## src/rtl/membus_arbiter_pkg.sv

```systemverilog
// -----------------------------------------------------------------------------
// membus_arbiter_pkg
// Shared definitions for the memory bus arbiter:
//   - default address/data widths
//   - arbitration mode encodings (fixed priority / round-robin)
//   - rr_next(): ring-walk helper over masters 1..n-1 (master 0 is never part
//     of the round-robin ring; it always wins outright)
// -----------------------------------------------------------------------------
package membus_arbiter_pkg;

  localparam int DEF_ADDR_WIDTH = 18;
  localparam int DEF_DATA_WIDTH = 32;

  localparam int RR_MODE_FIXED       = 0;
  localparam int RR_MODE_ROUND_ROBIN = 1;

  // Index reached by stepping 'step' places after 'ptr' on the ring 1..n-1.
  // For ptr in 1..n-1 and step in 1..n-1 the result always lies in 1..n-1.
  function automatic int rr_next(input int ptr, input int step, input int n);
    int idx;
    idx = ptr + step;
    if (idx > n - 1) idx = idx - (n - 1);
    return idx;
  endfunction

endpackage : membus_arbiter_pkg

```

## src/rtl/membus_arbiter_rr_select.sv

```systemverilog
// -----------------------------------------------------------------------------
// rr_select
// Combinational round-robin picker over request bits 1..N-1.
//   req      : request vector (bit 0 is ignored; master 0 is handled by the top)
//   last_ptr : index of the most recently served ring master
//   gnt      : one-hot grant, first requester after last_ptr, wrapping N-1 -> 1;
//              all-zero when no ring master requests
// -----------------------------------------------------------------------------
module rr_select
  import membus_arbiter_pkg::*;
#(
  parameter int N     = 3,
  parameter int PTR_W = $clog2(N)
) (
  input  logic [N-1:0]     req,
  input  logic [PTR_W-1:0] last_ptr,
  output logic [N-1:0]     gnt
);

  logic             found;
  logic [PTR_W-1:0] idx;

  // NOTE: every signal written in an always_comb gets a default on entry;
  // a path that leaves one unassigned would infer a latch.
  always_comb begin
    gnt   = '0;
    found = 1'b0;
    idx   = '0;
    for (int k = 1; k < N; k++) begin
      idx = PTR_W'(rr_next(int'(last_ptr), k, N));
      if (!found && req[idx]) begin
        gnt[idx] = 1'b1;
        found    = 1'b1;
      end
    end
  end

endmodule : rr_select

```

## src/rtl/membus_arbiter.sv

```systemverilog
// -----------------------------------------------------------------------------
// membus_arbiter
// Arbitrates NUM_MASTERS memory bus masters onto one slave port.
// Master 0 (CPU path) always wins; otherwise fixed priority (lowest index) or
// round-robin over masters 1..N-1, selected by RR_MODE.
//
// Ports
//   clk, rst_n              : clock, synchronous active-low reset
//   m_strobe/m_write        : per-master request and direction (1 = write)
//   m_addr/m_wrdata/m_bytesel : packed per-master fields, master i in slice i
//   m_grant                 : one-hot combinational grant for this cycle
//   m_ack                   : one-cycle completion, RD_LATENCY after the grant
//   m_rddata                : s_rddata while any ack is set, else 0
//   s_strobe..s_bytesel     : granted master's fields, zero when idle
//   s_rddata                : slave read data, RD_LATENCY after s_strobe
// -----------------------------------------------------------------------------
module membus_arbiter
  import membus_arbiter_pkg::*;
#(
  parameter int NUM_MASTERS = 3,
  parameter int ADDR_WIDTH  = DEF_ADDR_WIDTH,
  parameter int DATA_WIDTH  = DEF_DATA_WIDTH,
  parameter int RD_LATENCY  = 1,
  parameter int RR_MODE     = RR_MODE_ROUND_ROBIN,
  localparam int BSEL_WIDTH = DATA_WIDTH / 8
) (
  input  logic                              clk,
  input  logic                              rst_n,
  input  logic [NUM_MASTERS-1:0]            m_strobe,
  input  logic [NUM_MASTERS-1:0]            m_write,
  input  logic [NUM_MASTERS*ADDR_WIDTH-1:0] m_addr,
  input  logic [NUM_MASTERS*DATA_WIDTH-1:0] m_wrdata,
  input  logic [NUM_MASTERS*BSEL_WIDTH-1:0] m_bytesel,
  output logic [NUM_MASTERS-1:0]            m_grant,
  output logic [NUM_MASTERS-1:0]            m_ack,
  output logic [DATA_WIDTH-1:0]             m_rddata,
  output logic                              s_strobe,
  output logic                              s_write,
  output logic [ADDR_WIDTH-1:0]             s_addr,
  output logic [DATA_WIDTH-1:0]             s_wrdata,
  output logic [BSEL_WIDTH-1:0]             s_bytesel,
  input  logic [DATA_WIDTH-1:0]             s_rddata
);

  localparam int PTR_W = $clog2(NUM_MASTERS);

  logic [PTR_W-1:0]       last_rr_q, last_rr_d;
  logic [NUM_MASTERS-1:0] rr_gnt;
  logic [NUM_MASTERS-1:0] grant;
  logic [NUM_MASTERS-1:0] ack_pipe_q [RD_LATENCY];
  logic [NUM_MASTERS-1:0] ack_pipe_d [RD_LATENCY];

  rr_select #(
    .N     (NUM_MASTERS),
    .PTR_W (PTR_W)
  ) u_rr_select (
    .req      (m_strobe),
    .last_ptr (last_rr_q),
    .gnt      (rr_gnt)
  );

  // Grant: master 0 first, then the configured policy for the rest.
  always_comb begin : grant_logic
    grant = '0;
    if (m_strobe[0]) begin
      grant[0] = 1'b1;
    end else if (RR_MODE == RR_MODE_ROUND_ROBIN) begin
      grant = rr_gnt;
    end else begin
      // Walk downwards so the lowest requesting index is the last writer.
      for (int i = NUM_MASTERS - 1; i >= 1; i--) begin
        if (m_strobe[i]) grant = NUM_MASTERS'(1) << i;
      end
    end
  end

  assign m_grant  = grant;
  assign s_strobe = |grant;

  // Grant is one-hot, so at most one slice is routed; idle leaves zeros.
  always_comb begin : slave_mux
    s_write   = 1'b0;
    s_addr    = '0;
    s_wrdata  = '0;
    s_bytesel = '0;
    for (int i = 0; i < NUM_MASTERS; i++) begin
      if (grant[i]) begin
        s_write   = m_write[i];
        s_addr    = m_addr[i*ADDR_WIDTH +: ADDR_WIDTH];
        s_wrdata  = m_wrdata[i*DATA_WIDTH +: DATA_WIDTH];
        s_bytesel = m_bytesel[i*BSEL_WIDTH +: BSEL_WIDTH];
      end
    end
  end

  // Only ring masters move the pointer; a master-0 grant leaves it alone.
  always_comb begin : last_rr_next
    last_rr_d = last_rr_q;
    for (int i = 1; i < NUM_MASTERS; i++) begin
      if (grant[i]) last_rr_d = PTR_W'(i);
    end
  end

  always_comb begin : ack_pipe_next
    ack_pipe_d[0] = grant;
    for (int s = 1; s < RD_LATENCY; s++) begin
      ack_pipe_d[s] = ack_pipe_q[s-1];
    end
  end

  // NOTE: sequential state uses non-blocking assignments so every flop samples
  // the pre-edge value of its neighbours, regardless of statement order.
  always_ff @(posedge clk) begin
    if (!rst_n) begin
      last_rr_q <= PTR_W'(NUM_MASTERS - 1);
      // NOTE: the pipeline stages are reset explicitly; a grant left in flight
      // would otherwise surface as a late ack after reset is released.
      for (int s = 0; s < RD_LATENCY; s++) ack_pipe_q[s] <= '0;
    end else begin
      last_rr_q <= last_rr_d;
      for (int s = 0; s < RD_LATENCY; s++) ack_pipe_q[s] <= ack_pipe_d[s];
    end
  end

  // Masked during reset so acks read zero for the whole reset window.
  assign m_ack    = rst_n ? ack_pipe_q[RD_LATENCY-1] : '0;
  assign m_rddata = (|m_ack) ? s_rddata : '0;

endmodule : membus_arbiter

```

## config.mk

```make
export PLATFORM = sky130hd
export DESIGN_NAME = membus_arbiter
export DESIGN_NICKNAME = d
export VERILOG_FILES = /design/src/rtl/membus_arbiter_pkg.sv /design/src/rtl/membus_arbiter_rr_select.sv /design/src/rtl/membus_arbiter.sv
export SDC_FILE = /design/constraint.sdc
export NUM_CORES = 1
export LEC_CHECK = 0
export CAP_MARGIN = 30
export CELL_PAD_IN_SITES_DETAIL_PLACEMENT = 1
export CELL_PAD_IN_SITES_GLOBAL_PLACEMENT = 2
export CORE_MARGIN = 4
export CORE_UTILIZATION = 10
export CTS_CLUSTER_SIZE = 16
export DETAILED_ROUTE_END_ITERATION = 8
export PLACE_DENSITY = 0.95
export SLEW_MARGIN = 10
export SYNTH_ARGS = -nofsm -noshare
export SYNTH_HDL_FRONTEND = slang
export SYNTH_SLANG_ARGS = --single-unit
```

## constraint.sdc

```tcl
create_clock -name clk -period 2.6 [get_ports clk]
set_input_delay 0.26 -clock clk [delete_from_list [all_inputs] [get_ports clk]]
set_output_delay 0.26 -clock clk [all_outputs]
set_load 0.03 [all_outputs]
```

# After elaboration in Yosys (flattened, before gate mapping)

Memories as Yosys holds them, arrays and structs flattened.
Index checks and enable logic that the tools add are counted.

Flip-flop bits (word level): 2
Bits in latches: 0
Bits in writable memories: 3
ROM bits: 0
Output and inout port bits: 94
Memories: 1

Memories:

| name       | words | bits a word | read ports | clocked after Yosys merged registers in | wr ports | line                 | text |
|---|---|---|---|---|---|---|---|
| ack_pipe_q | 1     | 3           | 1          | 0                                       | 1        | membus_arbiter.sv:50 | `logic [NUM_MASTERS-1:0] ack_pipe_q [RD_LATENCY];` |

Add/sub/neg operators: 4
$mul: 0
Divide/modulo/power cells: 0
$lt $le $gt $ge: 6
Equal/unequal tests: 0
Shift operators: 0
Muxes and demuxes: 33
Bitwise gates (word level): 2
Reduce and logical (&&, ||, !) cells: 8

Operators with widths:

| kind                                                               | number |
|---|---|
| 2-to-1 mux 32 bit                                                  | 4 |
| 2-to-1 mux 18 bit                                                  | 3 |
| 2-to-1 mux 1 bit                                                   | 12 |
| 2-to-1 mux 3 bit                                                   | 4 |
| 2-to-1 mux 4 bit                                                   | 3 |
| OR reduction 3 bit                                                 | 3 |
| greater-than comparator 3 x 2 -> 1 bit (second input constant)     | 2 |
| less-than comparator 2 x 3 -> 1 bit (second input constant)        | 2 |
| 2-to-1 mux 2 bit                                                   | 3 |
| binary-select mux 1 bit (select 2 bit)                             | 2 |
| demux 1 bit (select 2 bit)                                         | 2 |
| greater-or-equal comparator 2 x 1 -> 1 bit (second input constant) | 2 |
| subtractor 2 bit (second input constant)                           | 2 |
| adder 2 x 1 -> 3 bit (second input constant)                       | 1 |
| adder 2 x 2 -> 3 bit (second input constant)                       | 1 |
| logical AND 1 bit                                                  | 3 |
| OR 3 bit                                                           | 1 |
| OR reduction 2 bit                                                 | 1 |
| zero test 1 bit                                                    | 1 |
| inverter 1 bit                                                     | 1 |

# Depth between registers and ports, before layout

Gate-level depths: netlist of the first run.

Depth in word-level cells: 14
Gate-level depth with buffers: 5
Gate-level depth less buffers: 3

# Modules after synthesis

Synthesis of the first run repeated with hierarchy kept, for this count alone.

Cells, all modules: 313
Area, all modules: 1739.2 um2

By module, submodules not included:

| module         | times used | cells each | area an instance (um2) | seq. area each (um2) |
|---|---|---|---|---|
| membus_arbiter | 1          | 307        | 1705.4                 | 100.1 |
| rr_select      | 1          | 6          | 33.8                   | 0.0 |

# Least setup slack after synthesis of the first run

OpenSTA, ideal clock, no wires.

Path kind: reg2out
Start: reg last_rr_q[0]
End: out s_addr[10]
Arrival: 1.555 ns
Slack: 0.785 ns
Stages on the path, launching flop included: 5
Buffers on the path: 1
Path through: dfxtp_1 inv_1 a211oi_2 clkbuf_1 a221o_1

Elaborated cells on any way between the ends: 33
Those cells by class: 4 x add/sub; 6 x order compare; 18 x mux; 1 x bitwise; 4 x reduce/logical

RTL lines:

| item                                                                                                                    | line                           | text |
|---|---|---|
| from (decl)                                                                                                             | membus_arbiter.sv:47           | `logic [PTR_W-1:0] last_rr_q, last_rr_d;` |
| from (signal assigned)                                                                                                  | membus_arbiter.sv:115          | `last_rr_q <= PTR_W'(NUM_MASTERS - 1);` |
| from (signal assigned)                                                                                                  | membus_arbiter.sv:120          | `last_rr_q <= last_rr_d;` |
| adder 2 x 1 -> 3 bit                                                                                                    | membus_arbiter_pkg.sv:21       | `idx = ptr + step;` |
| greater-than comparator 3 x 2 -> 1 bit or subtractor 2 bit (tied branches)                                              | membus_arbiter_pkg.sv:22       | `if (idx > n - 1) idx = idx - (n - 1);` |
| 2-to-1 mux 2 bit                                                                                                        | membus_arbiter_pkg.sv:22       |  |
| less-than comparator 2 x 3 -> 1 bit (not written as such) or greater-or-equal comparator 2 x 1 -> 1 bit (tied branches) | membus_arbiter_rr_select.sv:32 | `gnt[idx] = 1'b1;` |
| logical AND 1 bit (not written as such)                                                                                 | membus_arbiter_rr_select.sv:32 |  |
| 2-to-1 mux 1 bit (not written as such)                                                                                  | membus_arbiter_rr_select.sv:32 |  |
| demux 1 bit (select 2 bit)                                                                                              | -                              |  |
| 2-to-1 mux 3 bit                                                                                                        | membus_arbiter_rr_select.sv:31 | `if (!found && req[idx]) begin` |
| OR 3 bit (no source line)                                                                                               | -                              |  |
| 2-to-1 mux 3 bit (*)                                                                                                    | membus_arbiter_rr_select.sv:31 |  |
| 2-to-1 mux 2 bit (*)                                                                                                    | membus_arbiter.sv:65           | `if (m_strobe[0]) begin` |
| named net m_grant[2]                                                                                                    | membus_arbiter.sv:34           | `output logic [NUM_MASTERS-1:0] m_grant,` |
| 2-to-1 mux 18 bit (*)                                                                                                   | membus_arbiter.sv:87           | `if (grant[i]) begin` |
| to (decl)                                                                                                               | membus_arbiter.sv:39           | `output logic [ADDR_WIDTH-1:0] s_addr,` |

The timed path passes the listed nets; every way through them passes the cells marked *. The select of a mux whose other input is x is not followed.

# Worst setup path in the final report of the first run

Start: in m_strobe[2]
End: out s_wrdata[29]

Word-level cells in the longest chain between the ends: 10
Elaborated cells on any way between the ends: 15
Those cells by class: 12 x mux; 1 x bitwise; 2 x reduce/logical

Ends and longest elaborated chain:

| item                                   | line                           | text |
|---|---|---|
| from (decl)                            | membus_arbiter.sv:29           | `input logic [NUM_MASTERS-1:0] m_strobe,` |
| binary-select mux 1 bit (select 2 bit) | membus_arbiter_rr_select.sv:31 |  |
| 2-to-1 mux 1 bit (not written as such) | membus_arbiter_rr_select.sv:31 |  |
| 2-to-1 mux 1 bit                       | membus_arbiter_rr_select.sv:31 |  |
| zero test 1 bit                        | membus_arbiter_rr_select.sv:31 |  |
| logical AND 1 bit                      | membus_arbiter_rr_select.sv:31 |  |
| 2-to-1 mux 3 bit (*)                   | membus_arbiter_rr_select.sv:31 |  |
| 2-to-1 mux 1 bit                       | membus_arbiter.sv:65           |  |
| 2-to-1 mux 32 bit (2 in a row)         | membus_arbiter.sv:87           |  |
| 2-to-1 mux 32 bit (*)                  | membus_arbiter.sv:87           |  |
| to (decl)                              | membus_arbiter.sv:40           | `output logic [DATA_WIDTH-1:0] s_wrdata,` |

Every way passes the cells marked *; elsewhere a longest branch is shown, timed or not. The select of a mux whose other input is x is not followed.

==> results of run 1 <==
==> metal layers <==
layer	part of all wire (%)	up-vias	global-route usage, %	routed length [µm]
met5	0	-	0	0
met4	1.0	0	2.559	116
met3	10	6	3.554	1173
met2	52	162	24.93	6005
met1	37	1238	14.29	4211
li1	-	1285	-	-
==> through the flow <==
stage,cell area (µm²),util (%),hold WS (ns)
2_1_floorplan,1431,-,0.3482
3_3_place_gp,4400,31.58,0.5001
3_5_place_dp,4400,31.58,0.5332
4_1_cts,4479,32.15,0.5146
5_1_grt,4479,32.15,0.5328
6_report,4479,32.15,0.4978
==> worst paths after layout <==
check	to	slack (ns)	depth (start not counted)
worst max-delay path	s_wrdata[29]	0.34	6
worst min-delay path	last_rr_q[0]$_SDFFE_PP0P_	0.50	2
worst max register to register	ack_pipe_q[0][2]$_SDFF_PN0_	1.36	4
worst min register to register	last_rr_q[1]$_SDFFE_PP1P_	0.54	2
==> cell usage after synthesis <==
| cell type | instances |
|---|---|
| a211o_1 | 1 |
| a211oi_2 | 1 |
| a221o_1 | 55 |
| and2_1 | 93 |
| buf_2 | 4 |
| buf_4 | 3 |
| buf_6 | 2 |
| clkbuf_1 | 13 |
| dfxtp_1 | 5 |
| inv_1 | 2 |
| nand2_1 | 2 |
| nand2b_1 | 1 |
| nand3b_1 | 1 |
| nor2_1 | 1 |
| o21a_1 | 1 |
| o21ai_0 | 1 |
| o311a_1 | 1 |
| o31a_1 | 1 |
==> power by group <==
group	switching (mW)	internal (mW)	total, mW
combinational	0.419	0.516	0.935
sequential	0.00313	0.0815	0.0846
clock	0.0500	0.203	0.253
==> worst register-to-register path, delay by kind of cell, from the launching register on <==
family	cells	cell delay, ns
compound gates	1	0.25
flops	1	0.38
buf+inv	2	0.40
simple gates	1	0.16
==> final cells by class <==
type	count	area (µm²)	share of cell area, %
repair buffers	302	2843	63.46
well taps	180	225.2	5.028
flip-flops and latches	5	100.1	2.235
multi-input cells	159	1225	27.35
clock buffers	4	78.83	1.760
inverters	2	7.507	0.1676
==> flip-flops by register name, indices dropped and copies added, names as in the netlist <==
signal	flops
ack_pipe_q	3
last_rr_q	2
==> cell families after synthesis <==
family | share of synthesized area (%)
and+or+nand+nor | 42.40
buffers and inverters | 8.479
DFF | 6.993
AOI/OAI and AO/OA | 42.13
==> flow_metrics.env, run 1 <==
export IMPL_cap_violations=0
export IMPL_rsz0062_at_grt="no"
export IMPL_start_kind="primary input"
export IMPL_area_growth_pct=212.9
export IMPL_startpoint="m_strobe[2]"
export IMPL_pre_cts_slack_ns=0.3295
export IMPL_synth_seq_cells=5
export IMPL_yosysTopAreaCell="and2_1"
export IMPL_slew_violations=0
export IMPL_finalNonFillerCells=652
export IMPL_crit_required_ns=2.34
export IMPL_powerDensity_nw_per_um2=284.1
export IMPL_peakVddDrop_uv=183.2
export IMPL_die_h_um=127.6
export IMPL_clk_latency_ns=0.23
export IMPL_cts_htree_levels=1
export IMPL_clock_sinks=5
export IMPL_start_util_pct=10.27
export IMPL_finalHoldViolations=0
export IMPL_synth_cells=188
export IMPL_grt_usage_pct=13.01
export IMPL_cp_slowest_cell="clkdlybuf4s50_1"
export IMPL_layout_commonest_cell="clkdlybuf4s50_1"
export IMPL_synthDistinctLibCells=18
export IMPL_synth_top_area_share_pct=40.65
export IMPL_ant_nets=0
export IMPL_tns_ns=0
export IMPL_seq_area_frac_synth_pct=6.993
export IMPL_cts_repair_resize_count=0
export IMPL_synth_warnings=0
export IMPL_vias=2691
export IMPL_dp_final_hpwl_um=10140
export IMPL_clock_path_buffers=2
export IMPL_post_cts_buffers=0
export IMPL_end_kind="output pin"
export IMPL_synth_area_leaders="and2_1, a221o_1, dfxtp_1, clkbuf_1, buf_4"
export IMPL_rows=43
export IMPL_max_freq_ghz=0.4421
export IMPL_post_drt_wl_per_cell_um=17.65
export IMPL_grt_pass1_vias=2991
export IMPL_grt_pass1_wl_um=16790
export IMPL_finalCritPeriodShare_pct=86.99
export IMPL_antenna_found_initial=0
export IMPL_routabilityCongestion=0.8456
export IMPL_port_buffers=295
export IMPL_synth_fp_nets=390
export IMPL_ioPinCount=296
export IMPL_layout_cells_most_common_list="clkdlybuf4s50_1, and2_1, buf_4, a221o_1"
export IMPL_layout_min_cycle_time_ns=2.262
export IMPL_status="finished clean"
export IMPL_critPathTopFamily="buffers and inverters"
export IMPL_antennaDiodeCount=0
export IMPL_cp_cell_sequence="clkdlybuf4s50_1, inv_1, a211oi_4, buf_4, a221o_1, buf_12"
export IMPL_worst_pin_slew_ns=0.4569
export IMPL_nNetsFinal=675
export IMPL_critPathBufInv=4
export IMPL_netlist_area_um2=1431
export IMPL_fin_skew_ns=0.001821
export IMPL_crit_type="in2out"
export IMPL_drive_gt1_share_pct=21.40
export IMPL_chipWidth_um=127.6
export IMPL_hp_class="in2reg"
export IMPL_r2r_start="last_rr_q[0]$_SDFFE_PP0P_"
export IMPL_setup_viol_count_final=0
export IMPL_p_leak_nw=1.864
export IMPL_dp_cells=648
export IMPL_root_buffer="clkbuf_16"
export IMPL_num_fill_cells=1648
export IMPL_holdCritStartpoint="m_strobe[0]"
export IMPL_die_area_um2=16290
export IMPL_cp_max_fo=40
export IMPL_coreArea_um2=13930
export IMPL_grt_max_degree=41
export IMPL_dr_pass1_iters=4
export IMPL_ctsHoldBuffers=0
export IMPL_syn_area_per_cell_um2=7.614
export IMPL_arrival_ns=2.00
export IMPL_cts_tree="done"
export IMPL_viasPerCell=4.127
export IMPL_drt_iter0_markers=63
export IMPL_relSlewSlack_pct=69.54
export IMPL_cts_buffers=3
export IMPL_route_detailed_drc=0
export IMPL_power_mw=1.272
export IMPL_wl_um=11510
export IMPL_max_stage_delay_ns=0.51
export IMPL_cts_clk_slew_worst_paths_ns=0.03
export IMPL_grt_overflow=0
export IMPL_fin_ws_ns=0.3382
No activity file was read; power rests on OpenSTA's default activity.
==> inputs of run 2 (changes only) <==
--- a/config.mk
+++ b/config.mk
@@ -12,6 +12,7 @@
 export CORE_UTILIZATION = 10
 export CTS_CLUSTER_SIZE = 16
 export DETAILED_ROUTE_END_ITERATION = 8
+export HOLD_SLACK_MARGIN = 0.03
 export PLACE_DENSITY = 0.95
 export SLEW_MARGIN = 10
 export SYNTH_ARGS = -nofsm -noshare
==> results of run 2 <==
Same layout as run 1: the final DEF is identical, and so are final timing and power.
==> inputs of run 3 (changes only) <==
--- a/config.mk
+++ b/config.mk
@@ -12,7 +12,6 @@
 export CORE_UTILIZATION = 10
 export CTS_CLUSTER_SIZE = 16
 export DETAILED_ROUTE_END_ITERATION = 8
-export HOLD_SLACK_MARGIN = 0.03
 export PLACE_DENSITY = 0.95
 export SLEW_MARGIN = 10
 export SYNTH_ARGS = -nofsm -noshare
==> results of run 3 <==
Same layout as run 1: the final DEF is identical, and so are final timing and power.
